File: src/rtl/cdb_arbiter_if.sv
// Bundle between the four functional units, the CDB arbiter and the CDB consumers.
// master = FU/consumer side, slave = arbiter side.
interface cdb_arbiter_if #(
  parameter int unsigned DATA_W = 32,
  parameter int unsigned ROB_W  = 4,
  parameter int unsigned N_FU   = 4
) ();

  logic [N_FU-1:0]        fu_valid;
  logic [N_FU*ROB_W-1:0]  fu_rob_entry;
  logic [N_FU*DATA_W-1:0] fu_result;
  logic [N_FU-1:0]        fu_ready;

  logic                   cdb_valid;
  logic [ROB_W-1:0]       cdb_rob_entry;
  logic [DATA_W-1:0]      cdb_value;
  logic [N_FU-1:0]        cdb_src;

  modport master (
    output fu_valid,
    output fu_rob_entry,
    output fu_result,
    input  fu_ready,
    input  cdb_valid,
    input  cdb_rob_entry,
    input  cdb_value,
    input  cdb_src
  );

  modport slave (
    input  fu_valid,
    input  fu_rob_entry,
    input  fu_result,
    output fu_ready,
    output cdb_valid,
    output cdb_rob_entry,
    output cdb_value,
    output cdb_src
  );

endinterface

File: src/rtl/cdb_arbiter.sv
// Round-robin common data bus arbiter with one result slot per functional unit.
// Define CDB_OUTREG_EN to register the cdb_* broadcast outputs (one extra cycle of latency).
module cdb_arbiter #(
  parameter int unsigned DATA_W = 32,
  parameter int unsigned ROB_W  = 4,
  parameter int unsigned N_FU   = 4
) (
  input  logic         clk,
  input  logic         reset,
  input  logic         flush,
  cdb_arbiter_if.slave bus
);

  localparam int unsigned PTR_W = (N_FU > 1) ? $clog2(N_FU) : 1;

  logic [N_FU-1:0]   slot_valid;
  logic [ROB_W-1:0]  slot_tag  [N_FU];
  logic [DATA_W-1:0] slot_data [N_FU];
  logic [PTR_W-1:0]  rr_ptr;

  logic [N_FU-1:0]   grant;
  logic              any_grant;
  logic [PTR_W-1:0]  winner;
  logic [PTR_W-1:0]  scan_idx;
  logic [N_FU-1:0]   capture;

  logic              cdb_valid_c;
  logic [ROB_W-1:0]  cdb_rob_entry_c;
  logic [DATA_W-1:0] cdb_value_c;
  logic [N_FU-1:0]   cdb_src_c;

  function automatic logic [PTR_W-1:0] wrap_add(input logic [PTR_W-1:0] base,
                                                input int unsigned   offs);
    return PTR_W'((32'(base) + offs) % N_FU);
  endfunction

  // Rotating-priority scan starting at rr_ptr; first occupied slot wins.
  always_comb begin
    grant     = '0;
    any_grant = 1'b0;
    winner    = '0;
    scan_idx  = '0;
    for (int unsigned k = 0; k < N_FU; k++) begin
      scan_idx = wrap_add(rr_ptr, k);
      if (!any_grant && slot_valid[scan_idx]) begin
        grant[scan_idx] = 1'b1;
        winner          = scan_idx;
        any_grant       = 1'b1;
      end
    end
  end

  // A granted slot drains this cycle, so it may be refilled at the same edge.
  assign bus.fu_ready = ~slot_valid | grant;
  assign capture      = bus.fu_valid & bus.fu_ready & {N_FU{~flush}};

  always_comb begin
    cdb_valid_c     = any_grant & ~flush;
    cdb_rob_entry_c = '0;
    cdb_value_c     = '0;
    cdb_src_c       = '0;
    if (cdb_valid_c) begin
      cdb_rob_entry_c = slot_tag[winner];
      cdb_value_c     = slot_data[winner];
      cdb_src_c       = grant;
    end
  end

  always_ff @(posedge clk) begin
    if (reset) begin
      slot_valid <= '0;
      rr_ptr     <= '0;
    end else if (flush) begin
      slot_valid <= '0;
    end else begin
      for (int unsigned i = 0; i < N_FU; i++) begin
        if (capture[i]) begin
          slot_valid[i] <= 1'b1;
        end else if (grant[i]) begin
          slot_valid[i] <= 1'b0;
        end
      end
      if (cdb_valid_c) begin
        rr_ptr <= wrap_add(winner, 1);
      end
    end
  end

  // Payload needs no reset: it is only observed while its slot_valid bit is set.
  always_ff @(posedge clk) begin
    for (int unsigned i = 0; i < N_FU; i++) begin
      if (capture[i]) begin
        slot_tag[i]  <= bus.fu_rob_entry[i*ROB_W +: ROB_W];
        slot_data[i] <= bus.fu_result[i*DATA_W +: DATA_W];
      end
    end
  end

`ifdef CDB_OUTREG_EN
  logic              cdb_valid_q;
  logic [ROB_W-1:0]  cdb_rob_entry_q;
  logic [DATA_W-1:0] cdb_value_q;
  logic [N_FU-1:0]   cdb_src_q;

  always_ff @(posedge clk) begin
    if (reset || flush) begin
      cdb_valid_q     <= 1'b0;
      cdb_rob_entry_q <= '0;
      cdb_value_q     <= '0;
      cdb_src_q       <= '0;
    end else begin
      cdb_valid_q     <= cdb_valid_c;
      cdb_rob_entry_q <= cdb_rob_entry_c;
      cdb_value_q     <= cdb_value_c;
      cdb_src_q       <= cdb_src_c;
    end
  end

  assign bus.cdb_valid     = cdb_valid_q;
  assign bus.cdb_rob_entry = cdb_rob_entry_q;
  assign bus.cdb_value     = cdb_value_q;
  assign bus.cdb_src       = cdb_src_q;
`else
  assign bus.cdb_valid     = cdb_valid_c;
  assign bus.cdb_rob_entry = cdb_rob_entry_c;
  assign bus.cdb_value     = cdb_value_c;
  assign bus.cdb_src       = cdb_src_c;
`endif

endmodule

File: src/flat_wrapper.sv
// flat-port wrapper written by rule: the top's interface ports become plain ports
module cdb_arbiter_flat 
#(
  parameter int unsigned DATA_W = 32,
  parameter int unsigned ROB_W  = 4,
  parameter int unsigned N_FU   = 4
)
  (clk, reset, flush, bus_fu_valid, bus_fu_rob_entry, bus_fu_result, bus_fu_ready, bus_cdb_valid, bus_cdb_rob_entry, bus_cdb_value, bus_cdb_src);
  cdb_arbiter_if #(.DATA_W(DATA_W), .ROB_W(ROB_W), .N_FU(N_FU)) bus_i ();
  input  logic clk;
  input  logic reset;
  input  logic flush;
  input wire logic [$bits(bus_i.fu_valid)-1:0] bus_fu_valid;
  input wire logic [$bits(bus_i.fu_rob_entry)-1:0] bus_fu_rob_entry;
  input wire logic [$bits(bus_i.fu_result)-1:0] bus_fu_result;
  output wire logic [$bits(bus_i.fu_ready)-1:0] bus_fu_ready;
  output wire logic [$bits(bus_i.cdb_valid)-1:0] bus_cdb_valid;
  output wire logic [$bits(bus_i.cdb_rob_entry)-1:0] bus_cdb_rob_entry;
  output wire logic [$bits(bus_i.cdb_value)-1:0] bus_cdb_value;
  output wire logic [$bits(bus_i.cdb_src)-1:0] bus_cdb_src;
  assign bus_i.fu_valid = bus_fu_valid;
  assign bus_i.fu_rob_entry = bus_fu_rob_entry;
  assign bus_i.fu_result = bus_fu_result;
  assign bus_fu_ready = bus_i.fu_ready;
  assign bus_cdb_valid = bus_i.cdb_valid;
  assign bus_cdb_rob_entry = bus_i.cdb_rob_entry;
  assign bus_cdb_value = bus_i.cdb_value;
  assign bus_cdb_src = bus_i.cdb_src;
  cdb_arbiter #(.DATA_W(DATA_W), .ROB_W(ROB_W), .N_FU(N_FU)) u_core (.clk(clk), .reset(reset), .flush(flush), .bus(bus_i));
endmodule
File: config.mk
export PLATFORM = sky130hd
export DESIGN_NAME = cdb_arbiter_flat
export DESIGN_NICKNAME = d
export VERILOG_FILES = /design/src/rtl/cdb_arbiter_if.sv /design/src/rtl/cdb_arbiter.sv /design/src/flat_wrapper.sv
export SDC_FILE = /design/constraint.sdc
export NUM_CORES = 1
export LEC_CHECK = 0
export BUFFER_PORTS_ARGS = -buffer_cell sky130_fd_sc_hd__buf_2
export CAP_MARGIN = 20
export CORE_ASPECT_RATIO = 1.2
export CORE_MARGIN = 3
export CORE_UTILIZATION = 45
export DETAILED_ROUTE_END_ITERATION = 10
export PLACE_DENSITY = 0.67
export RECOVER_POWER = 50
export SLEW_MARGIN = 10
export SYNTH_ARGS = -nofsm -noshare
export SYNTH_HDL_FRONTEND = slang
export SYNTH_SLANG_ARGS = --single-unit
File: constraint.sdc
create_clock -name clk -period 11.84 [get_ports clk]
set_input_delay 0.592 -clock clk [delete_from_list [all_inputs] [get_ports clk]]
set_output_delay 0.592 -clock clk [all_outputs]
set_load 0.01 [all_outputs]
==> results.sh, run 1 <==
export IMPL_cts_resized=0
export IMPL_final_nets=1299
export IMPL_register_area_mm2=0.00444
export IMPL_netlist_area_mm2=0.0102
export IMPL_drt_total_wl_um=28600
export IMPL_switching_power_mw=0.487
export IMPL_hold_depth=1
export IMPL_route_antenna_remaining_nets=0
export IMPL_r2r_start="u_core.rr_ptr[0]"
export IMPL_hold_path_class="in -> reg"
export IMPL_path_max_fanout=82
export IMPL_htree_levels=4
export IMPL_core_area_mm2=0.0220
export IMPL_start_util_pct=46.5
export IMPL_synthFlopType="edfxtp_1"
export IMPL_worst_pin_slew_ps=3330
export IMPL_end_kind="output port"
export IMPL_intPower_mw=1.13
export IMPL_hold_end="u_core.slot_data[3][21]"
export IMPL_post_cts_buffers=0
export IMPL_drt_first_pass_iters=4
export IMPL_cts_sinks=150
export IMPL_post_drt_wl_per_cell_um=20.0
export IMPL_numCtsBuffers=17
export IMPL_max_vdd_ir_drop_mv=0.0983
export IMPL_ys_top_cells_by_area="edfxtp_1, nand3b_1, o221ai_1, and3b_1, or3b_1"
export IMPL_dpl_cell_area_mm2=0.0112
export IMPL_gr_total_overflow=0
export IMPL_whs_ps=337
export IMPL_timing_fmax_ghz=0.131
export IMPL_grt_start_max_net_pins=130
export IMPL_synth_top_area_share_pct=42.3
export IMPL_grt_setup_unrepaired="false"
export IMPL_total_power_mw=1.62
export IMPL_avgSynthCellArea_um2=10.0
export IMPL_power_density_mw_per_mm2=137
export IMPL_final_cells=1434
export IMPL_p_leak_nw=4.34
export IMPL_via_count=8574
export IMPL_dp_hpwl_um=18500
export IMPL_drv_cap=1
export IMPL_power_frac_seq_pct=38.9
export IMPL_netlist_instances=1021
export IMPL_ys_ff_latch=150
export IMPL_yosysWarnings=0
export IMPL_synthTopCellsByCount="edfxtp_1, nand3b_1, nand2_1, nor2b_1"
export IMPL_reg2reg_slack_ps=4790
export IMPL_setup_viol=0
export IMPL_switching_share_pct=30.0
export IMPL_fin_crit_ps=7640
export IMPL_gp_congestion=0.792
export IMPL_dieArea_mm2=0.0246
export IMPL_clkPwrFrac_pct=34.7
export IMPL_die_x_um=144
export IMPL_period_share_pct=64.5
export IMPL_syn_nets=1178
export IMPL_synth_edff_count=144
export IMPL_grt_pass1_vias=8171
export IMPL_dp_cells=1396
export IMPL_ios=196
export IMPL_drv_slew=80
export IMPL_fillCellCount=1983
export IMPL_io_buffers=195
export IMPL_cts_hold_buf=0
export IMPL_drive_gt1_share_pct=19.2
export IMPL_fp_dieH_um=171
export IMPL_area_growth_pct=15.6
export IMPL_crit_path_start_kind="register"
export IMPL_synth_seq_area_share_pct=43.5
export IMPL_grt_usage_pct=22.9
export IMPL_setup_worst_path_class="reg -> out"
export IMPL_grt_antenna_before_repair=11
export IMPL_via_per_inst=5.98
export IMPL_clk_latency_ps=420
export IMPL_async_flop_share_pct=0
export IMPL_rows=59
export IMPL_final_util_pct=53.7
export IMPL_cts_root_buf="clkbuf_16"
export IMPL_reg2reg_depth=10
export IMPL_multiInputGateArea_mm2=0.00531
export IMPL_fin_tns_setup_ps=0
export IMPL_required_ps=11250
export IMPL_clk_pin_slew_ps=70
export IMPL_slew_headroom_pct=-122
export IMPL_rr_endpoint="u_core.slot_data[1][3]"
export IMPL_setup_slack_ps=4200
export IMPL_hold_start="bus_fu_result[117]"
export IMPL_design_area_mm2=0.0118
export IMPL_comb_power_share_pct=26.4
export IMPL_synth_top_cell_by_area="edfxtp_1"
export IMPL_synthMostInstantiatedCell="edfxtp_1"
export IMPL_fin_skew_ps=8.20
export IMPL_violations="max-capacitance violations, max-slew violations"
export IMPL_critical_path_arrival_ps=7050
export IMPL_grt_first_pass_wirelength_um=43700
export IMPL_status="finished, violations left"
export IMPL_drt_iter0_markers=476
export IMPL_synth_cell_types=50
export IMPL_tritoncts="done"
export IMPL_place_ws_ps=6430
export IMPL_clockBufferDepth=2
export IMPL_finalHoldViolCount=0
export IMPL_drc=0
layout by cell type (no fill, tap or decap), types with 2 or more instances in the layout:
cell type | synthesis | routed
ha_1 | 6 | 6
mux4_2 | 3 | 2
clkbuf_1 | 72 | 28
nand2b_1 | 6 | 6
edfxtp_1 | 144 | 144
a21oi_1 | 9 | 7
nand3b_1 | 142 | 142
a21oi_4 | 0 | 2
a31oi_1 | 2 | 2
a311oi_1 | 2 | 2
nor3b_1 | 3 | 3
nor2b_1 | 74 | 74
or3b_1 | 70 | 70
diode_2 | 0 | 5
o31ai_1 | 2 | 2
inv_1 | 9 | 9
buf_4 | 2 | 11
o21ai_0 | 72 | 72
and2_1 | 72 | 72
and3b_1 | 70 | 70
nand2_1 | 74 | 74
clkinv_4 | 0 | 5
o221ai_1 | 71 | 71
nor2_1 | 9 | 9
o21a_1 | 3 | 3
a22o_1 | 2 | 2
inv_6 | 0 | 2
o22ai_1 | 35 | 35
dfxtp_1 | 6 | 6
bufinv_16 | 0 | 3
clkbuf_16 | 0 | 17
a21o_1 | 2 | 2
mux2i_1 | 3 | 3
a32oi_1 | 2 | 2
a221o_1 | 2 | 2
clkinvlp_4 | 0 | 3
buf_2 | 27 | 172
routing by layer:
layer	global-route usage [%]	wire length, um	vias up
li1	-	-	4114
met1	27.2	11200	4133
met2	42.2	15200	272
met3	3.02	1350	55
met4	7.66	844	0
met5	0	0	-
final cells by class:
class | instances | share of cell area (%)
inverters | 9 | 0.286
repair buffers | 210 | 9.04
diodes | 5 | 0.106
clock inverters | 13 | 1.47
clock buffers | 19 | 3.66
flip-flops and latches | 150 | 37.6
well taps | 274 | 2.90
multi-input cells | 754 | 44.9
sequential cells by signal, summed over array words and instances, names as in the netlist:
| name | cells |
|---|---|
| u_core.slot_data | 128 |
| u_core.slot_tag | 16 |
| u_core.slot_valid | 4 |
| u_core.rr_ptr | 2 |
worst max-delay path, stage by stage, from the launching register on:
cell	delay (ps)
dfxtp_1	1140
inv_1	280
ha_1	510
mux4_2	370
clkbuf_1	2340
o21ba_4	590
buf_4	460
o221ai_1	250
and3b_1	220
o22ai_1	240
buf_2	190
cells by family after synthesis:
group	synth area share [%]
buffers and inverters	4.97
and+or+nand+nor	35.4
DFF	43.5
muxes	0.954
AOI/OAI and AO/OA	14.5
adders and majority gates	0.734
power by group through the flow:
stage | Clock (mW) | Sequential, mW | Combinational (mW)
5_1_grt | 0.599 | 0.634 | 0.474
3_5_place_dp | 0 | 0.642 | 0.428
6_report | 0.562 | 0.630 | 0.428
2_1_floorplan | 0 | 0.632 | 0.321
4_1_cts | 0.575 | 0.630 | 0.429
3_3_place_gp | 0 | 0.641 | 0.422
worst max-delay path by stage:
stage / to / cells past startpoint / start
after floorplan: u_core.slot_data[2][0] / 14 / u_core.rr_ptr[0]
after global placement: bus_cdb_value[11] / 9 / u_core.rr_ptr[0]
after detailed placement: bus_cdb_value[13] / 9 / u_core.rr_ptr[0]
after CTS: bus_cdb_value[13] / 9 / u_core.rr_ptr[0]
after global routing: bus_cdb_value[13] / 10 / u_core.rr_ptr[0]
final: bus_cdb_value[13] / 10 / u_core.rr_ptr[0]
No activity file was read; power rests on OpenSTA's default activity.
==> run 2: changes to the inputs <==
Clock period 11.84 ns to 7.55 ns, I/O delays scaled along.
==> results.sh, run 2 (synthesis results as in run 1) <==
export IMPL_fin_crit_ps=6000
export IMPL_power_density_mw_per_mm2=210
export IMPL_grt_first_pass_wirelength_um=42900
export IMPL_critical_path_arrival_ps=5620
export IMPL_slew_headroom_pct=-57.1
export IMPL_timing_fmax_ghz=0.167
export IMPL_drt_first_pass_iters=5
export IMPL_setup_worst_path_class="reg -> out"
export IMPL_worst_pin_slew_ps=2360
export IMPL_drt_total_wl_um=28000
export IMPL_largest_reg_flops=128
export IMPL_intPower_mw=1.71
export IMPL_fin_tns_setup_ps=0
export IMPL_reg_largest_list="u_core.slot_data: 128 flops, u_core.slot_tag: 16 flops, u_core.slot_valid: 4 flops"
export IMPL_setup_slack_ps=1550
export IMPL_grt_pass1_vias=8061
export IMPL_required_ps=7170
export IMPL_reg2reg_slack_ps=1690
export IMPL_start_util_pct=46.5
export IMPL_rows=59
export IMPL_area_growth_pct=15.1
export IMPL_path_cells="inv_1 > ha_1 > mux4_2 > buf_4 > nor2b_1 > clkbuf_1 > o221ai_1 > and3b_1 > o22ai_1 > buf_2"
export IMPL_crit_path_start_kind="register"
export IMPL_cpMaxStageDelayCell="clkbuf_1"
export IMPL_violations="max-capacitance violations, max-slew violations"
export IMPL_route_antenna_remaining_nets=0
export IMPL_fp_dieH_um=171
export IMPL_gr_total_overflow=0
export IMPL_power_frac_seq_pct=40.2
export IMPL_p_leak_nw=4.32
export IMPL_period_share_pct=79.5
export IMPL_hold_depth=1
export IMPL_cts_hold_buf=0
export IMPL_r2r_start="u_core.rr_ptr[0]"
export IMPL_hold_end="u_core.slot_data[2][30]"
export IMPL_end_kind="output port"
export IMPL_clk_pin_slew_ps=70
export IMPL_dieArea_mm2=0.0246
export IMPL_core_area_mm2=0.0220
export IMPL_comb_power_share_pct=27.0
export IMPL_max_vdd_ir_drop_mv=0.137
export IMPL_die_x_um=144
export IMPL_switching_power_mw=0.769
export IMPL_post_cts_buffers=0
export IMPL_setup_viol=0
export IMPL_switching_share_pct=31.1
export IMPL_cts_resized=0
export IMPL_dp_hpwl_um=17900
export IMPL_htree_levels=4
export IMPL_via_count=8430
export IMPL_status="finished, violations left"
export IMPL_grt_antenna_before_repair=5
export IMPL_dp_cells=1396
export IMPL_io_buffers=195
export IMPL_clockBufferDepth=2
export IMPL_clkPwrFrac_pct=32.8
export IMPL_rr_endpoint="u_core.slot_data[1][11]"
export IMPL_via_per_inst=5.89
export IMPL_gp_congestion=0.806
export IMPL_clk_latency_ps=420
export IMPL_tritoncts="done"
export IMPL_drv_cap=2
export IMPL_crit_family="buffers and inverters"
export IMPL_hold_start="bus_fu_result[94]"
export IMPL_grt_start_max_net_pins=142
export IMPL_reg2reg_depth=10
export IMPL_grt_usage_pct=22.5
export IMPL_drive_gt1_share_pct=19.7
export IMPL_path_max_fanout=84
export IMPL_cts_sinks=150
export IMPL_hold_path_class="in -> reg"
export IMPL_post_drt_wl_per_cell_um=19.6
export IMPL_path_buf_inv=4
export IMPL_grt_setup_unrepaired="false"
export IMPL_finalHoldViolCount=0
export IMPL_place_ws_ps=2890
export IMPL_drv_slew=76
export IMPL_numCtsBuffers=17
export IMPL_final_cells=1431
export IMPL_layout_commonest_cell="buf_2"
export IMPL_fin_skew_ps=12.3
export IMPL_top_register="u_core.slot_data"
export IMPL_final_nets=1299
export IMPL_layout_common_cells="buf_2, edfxtp_1, nand3b_1"
export IMPL_cts_root_buf="clkbuf_16"
export IMPL_slowest_delay_ps=1440
export IMPL_ios=196
export IMPL_fillCellCount=2018
export IMPL_drt_iter0_markers=448
export IMPL_drc=0
-- run 2: cell count changes in the layout (fill, tap and decap cells not counted), sizes merged --
cell | before | now
bufinv | 3 | 1
clkinv | 5 | 6
clkbuf | 45 | 39
diode | 5 | 2
buf | 184 | 189
clkinvlp | 3 | 5
-- run 2: worst max-delay path by stage --
stage               depth (start not counted)                 endpoint        startpoint
floorplan                                  14   u_core.slot_data[2][0]  u_core.rr_ptr[0]
global placement                           10  u_core.slot_data[0][12]  u_core.rr_ptr[0]
detailed placement                         10  u_core.slot_data[1][12]  u_core.rr_ptr[0]
CTS                                         9        bus_cdb_value[28]  u_core.rr_ptr[0]
global route                               10        bus_cdb_value[19]  u_core.rr_ptr[0]
finish                                     10        bus_cdb_value[19]  u_core.rr_ptr[0]
-- run 2: routing by layer --
metal  GRT usage (%)  share of wire [%]
met1            27.4                 40
met2            40.1                 53
met4            7.33                2.7
met5               0               0.12
met3            4.00                4.4
-- run 2: area by class of cell --
class | instances | area, um^2 | area share, %
antenna | 2 | 5.00 | 0.0425
timing repair buffer | 210 | 1070 | 9.08
tap | 274 | 343 | 2.91
sequential | 150 | 4450 | 37.8
clock inverter | 14 | 128 | 1.08
clock buffer | 18 | 429 | 3.65
inverter | 9 | 33.8 | 0.287
multi-input combinational | 754 | 5310 | 45.1
-- run 2: power groups by stage --
stage               Combinational (mW)  Clock [mW]  Sequential [mW]
finish                           0.667       0.813            0.994
detailed placement               0.674           0             1.01
CTS                              0.676       0.829            0.993
global route                     0.738       0.866             1.00
floorplan                        0.503           0            0.991
global placement                 0.667           0             1.01
-- run 2: through the flow --
step	cell area, um^2	utilization (%)	power [mW]	hold WS (ps)
after floorplan	10200	-	1.49	447
after global placement	11200	51.0	1.68	554
after detailed placement	11200	51.0	1.68	556
after CTS	11800	53.6	2.50	106
after global routing	11800	53.5	2.60	100
final	11800	53.5	2.47	125
